===== src/rtl/button_event_capture.sv =====
// Synchronises, debounces and counts BTNR presses for the memory-mapped button
// register; the sticky press flag is cleared by a processor read.
module button_event_capture #(
  parameter int DEBOUNCE_CYCLES = 500000,
  parameter int CNT_W           = 20,
  parameter int EVT_W           = 8
) (
  input  logic        clock,
  input  logic        reset,
  input  logic        btn_raw,
  input  logic        rd_strobe,
  output logic [31:0] rd_data,
  output logic        press_pulse,
  output logic        level
);

  typedef enum logic [1:0] {
    IDLE_LOW,
    WAIT_HIGH,
    IDLE_HIGH,
    WAIT_LOW
  } state_t;

  localparam logic [CNT_W-1:0] DEB_LIMIT = CNT_W'(DEBOUNCE_CYCLES);

  state_t           state;
  state_t           next_state;
  logic             sync1;
  logic             sync2;
  logic [CNT_W-1:0] cnt;
  logic [CNT_W-1:0] next_cnt;
  logic             accept;
  logic             fall_done;
  logic             sticky;
  logic [EVT_W-1:0] press_count;
  logic [7:0]       count_byte;

  assign count_byte = 8'(press_count);

  always_ff @(posedge clock or negedge reset) begin
    if (!reset) begin
      sync1 <= 1'b0;
      sync2 <= 1'b0;
    end else begin
      sync1 <= btn_raw;
      sync2 <= sync1;
    end
  end

  // A reversal of sync2 while waiting abandons the pending change.
  always_comb begin
    next_state = state;
    next_cnt   = cnt;
    accept     = 1'b0;
    fall_done  = 1'b0;
    case (state)
      IDLE_LOW: begin
        if (sync2) begin
          next_state = WAIT_HIGH;
          next_cnt   = CNT_W'(1);
        end
      end
      WAIT_HIGH: begin
        if (!sync2) begin
          next_state = IDLE_LOW;
          next_cnt   = '0;
        end else if (cnt == DEB_LIMIT) begin
          next_state = IDLE_HIGH;
          next_cnt   = '0;
          accept     = 1'b1;
        end else begin
          next_cnt = cnt + CNT_W'(1);
        end
      end
      IDLE_HIGH: begin
        if (!sync2) begin
          next_state = WAIT_LOW;
          next_cnt   = CNT_W'(1);
        end
      end
      WAIT_LOW: begin
        if (sync2) begin
          next_state = IDLE_HIGH;
          next_cnt   = '0;
        end else if (cnt == DEB_LIMIT) begin
          next_state = IDLE_LOW;
          next_cnt   = '0;
          fall_done  = 1'b1;
        end else begin
          next_cnt = cnt + CNT_W'(1);
        end
      end
      default: begin
        next_state = IDLE_LOW;
        next_cnt   = '0;
      end
    endcase
  end

  always_ff @(posedge clock or negedge reset) begin
    if (!reset) begin
      state <= IDLE_LOW;
      cnt   <= '0;
    end else begin
      state <= next_state;
      cnt   <= next_cnt;
    end
  end

  // Setting sticky on an accepted press wins over a same-edge read clear.
  always_ff @(posedge clock or negedge reset) begin
    if (!reset) begin
      level       <= 1'b0;
      press_pulse <= 1'b0;
      sticky      <= 1'b0;
      press_count <= '0;
      rd_data     <= '0;
    end else begin
      press_pulse <= accept;
      if (accept) begin
        level       <= 1'b1;
        press_count <= press_count + EVT_W'(1);
      end else if (fall_done) begin
        level <= 1'b0;
      end
      if (accept) begin
        sticky <= 1'b1;
      end else if (rd_strobe) begin
        sticky <= 1'b0;
      end
      if (rd_strobe) begin
        rd_data <= {16'b0, count_byte, 6'b0, sticky, level};
      end
    end
  end

endmodule


===== config.mk =====
export PLATFORM = sky130hd
export DESIGN_NAME = button_event_capture
export DESIGN_NICKNAME = d
export VERILOG_FILES = /design/src/rtl/button_event_capture.sv
export SDC_FILE = /design/constraint.sdc
export NUM_CORES = 1
export LEC_CHECK = 0
export CELL_PAD_IN_SITES_DETAIL_PLACEMENT = 1
export CELL_PAD_IN_SITES_GLOBAL_PLACEMENT = 1
export CORE_MARGIN = 2
export CORE_UTILIZATION = 42
export DETAILED_ROUTE_END_ITERATION = 12
export GPL_ROUTABILITY_DRIVEN = 0
export PLACE_DENSITY_LB_ADDON = 0.1
export SLEW_MARGIN = 20
export SYNTH_ARGS = -nofsm -noshare
export SYNTH_HDL_FRONTEND = slang
export SYNTH_SLANG_ARGS = --single-unit
export TNS_END_PERCENT = 5

===== constraint.sdc =====
create_clock -name clock -period 2.2 [get_ports clock]
set_input_delay 0.33 -clock clock [delete_from_list [all_inputs] [get_ports clock]]
set_output_delay 0.33 -clock clock [all_outputs]
set_load 0.1 [all_outputs]

==> flow_summary.yaml <==
timing:
  hold_violations: 0
  period_share_pct: 88.3
  setup_viol_count_final: 0
  skew_ps: 13.5
  rsz0062_at_grt: "no"
  relSlewSlack_pct: 48.8
  fin_tns_setup_ps: 0
  worst_pin_slew_ps: 767
  whs_ps: 77.5
  max_freq_mhz: 515
  drv_slew: 0
  period_needed_ps: 1940
yosys:
  ys_seq_elements: 45
  avgSynthCellArea_um2: 10.6
  synthTopCellsByArea: "dfrtp_1 (46%), buf_4 (6.8%), mux2_2 (4.6%)"
  synth-edff-count: 0
  synth.distinct_cells: 52
  syn-cell-area_um2: 2440
  synth_top_area_share_pct: 46.1
  yosysWarnings: 0
  ys.flop_type: "dfrtp_1"
  yosysSeqAreaShare_pct: 46.1
  async_flop_share_pct: 100
  synth_top_cell_by_area: "dfrtp_1"
  postSynthCellCount: 231
route:
  firstDrtPassIters: 4
  drtAntennaViolNets: 0
  drc_errors: 0
  wire_per_inst_um: 16.5
  drt_wl_total_mm: 5.33
  viasPerCell: 5.40
  drtIter0Drc: 56
  vias: 1751
power:
  p_leak_nw: 1.27
  ir_drop_uv: 358
  power_density_nw_per_um2: 862
  power.total_mw: 2.30
finish:
  post-route-util_pct: 47.9
  final_cell_mix: "dfrtp_1 (45), conb_1 (22), buf_4 (19)"
  n_antenna_cell: 0
  mostFrequentLayoutCell: "dfrtp_1"
  fin_area_um2: 2670
  area_delta_synth_final_pct: 9.38
  layout.nets: 258
  drive_above_1_share_pct: 19.8
floorplan:
  start_util_pct: 43.8
  ios: 38
  core_area_um2: 5570
  die-area_um2: 6440
  die_w_um: 80.2
  dieHeight_um: 80.2
  row_count: 27
placement:
  portBuffers: 15
  hpwlAfterDp_mm: 3.85
  postPlaceCellArea_um2: 2560
setup_path:
  cp-end-kind: "register"
  start_kind: "register"
  cp.required_ps: 2390
  critPathKind: "reg -> reg"
  crit_arrival_ps: 2140
  worst-path-max-fanout: 7
clock_tree:
  cts_buffers: 5
  cts_tree: "built"
  cts_hold_buf: 0
  clk_pin_slew_ps: 100
  cts_root_buffer: "clkbuf_8"
  insertion_delay_ps: 310
  cts.repair.resized: 0
  cts.path.max_buffers: 2
  cts_setup_buffers: 0
  cts_sinks: 45
  ctsHtreeMaxLevel: 2
grt:
  grt_pass1_wl_mm: 8.88
  grt_max_degree: 34
  grt_pass1_vias: 1718
  grt-ovfl-total: 0
  grt_usage_pct: 18.1
  antenna_found_initial: 0
outcome:
  status: "completed"
run:
  drv_cap: 0
hold_path:
  hold_path.class: "in -> async"
-- worst max-delay path, stage by stage, from the launching register on --
cell and delay [ps]:
dfrtp_1 430, inv_1 130, ha_1 150, nor2b_1 250, nand4b_2 200, o21ai_4 220, buf_4 180, o21ai_0 90
a22o_1 190
-- cell type report --
class / instances / area (um^2)
clock buffer: 6 / 72.6
clock inverter: 2 / 38.8
fill: 654 / 2900
inverter: 7 / 26.3
multi-input combinational: 170 / 1150
sequential: 45 / 1130
tap: 72 / 90.1
timing repair buffer: 22 / 168
-- routing by layer --
metal	track usage, %	up-vias	routed length (um)
li1	-	820	-
met1	26.4	893	2660
met2	28.0	35	2470
met3	3.03	3	172
met4	4.58	0	29
met5	0	-	0
-- cells in the mapped netlist, drive strengths merged (2+ instances only) --
library cell and count:
and4 3, o21ai 13, inv 7, nand3 10
xor2 3, ha 3, a21oi 13, a21boi 2
buf 26, nand2 16, and2 3, xnor2 6
nor3 9, and3 4, a21o 6, nor2 5
nor4 2, dfrtp 45, mux2i 4, nor3b 2
or3 3, a31oi 2, clkbuf 4, nand4 10
nand3b 2, mux2 12, nor4b 2
-- power breakdown --
part	switching, mW	leakage (nW)	internal [mW]
Sequential	0.0589	0.617	0.867
Clock	0.303	0.0554	0.341
Combinational	0.532	0.593	0.200
Total	0.894	1.27	1.41
-- cells by family (layout without fill, tap and decap cells) --
group | after synthesis | count (layout) | share of synthesized area (%)
and+or+nand+nor | 77 | 77 | 20.1
DFF | 45 | 45 | 46.1
AOI/OAI and AO/OA | 43 | 43 | 11.6
buffers and inverters | 37 | 37 | 10.0
muxes | 16 | 16 | 7.18
xor gates and xnor gates | 9 | 9 | 3.23
adders and majority gates | 3 | 3 | 1.54
other | 1 | 22 | 0.154
-- state kept, by name (all words and copies together), names as in the netlist, named ones only --
name	flops
cnt	20
count_byte	8
level	1
press_pulse	1
rd_data	10
state	1
sticky	1
sync1	1
sync2	1
-- stage by stage --
stage	worst slack, ps	cells
4_1_cts	227	324
3_3_place_gp	304	316
2_1_floorplan	472	252
5_1_grt	46.2	324
3_5_place_dp	269	316
6_report	256	324
-- path summary, 6_finish.rpt --
kind | to | from | cells past startpoint | slack, ps
worst max-delay path | cnt[6]$_DFFE_PN0P_ | cnt[0]$_DFFE_PN0P_ | 8 | 260
worst max register to register | cnt[6]$_DFFE_PN0P_ | cnt[0]$_DFFE_PN0P_ | 8 | 260
worst min register to register | sync2$_DFF_PN0_ | sync1$_DFF_PN0_ | 0 | 370
max in group asynchronous | cnt[8]$_DFFE_PN0P_ | reset | 2 | 1470
worst min-delay path | cnt[2]$_DFFE_PN0P_ | reset | 1 | 80
min in group clock | sync2$_DFF_PN0_ | sync1$_DFF_PN0_ | 0 | 370
Power figures use the tool's default switching activity.
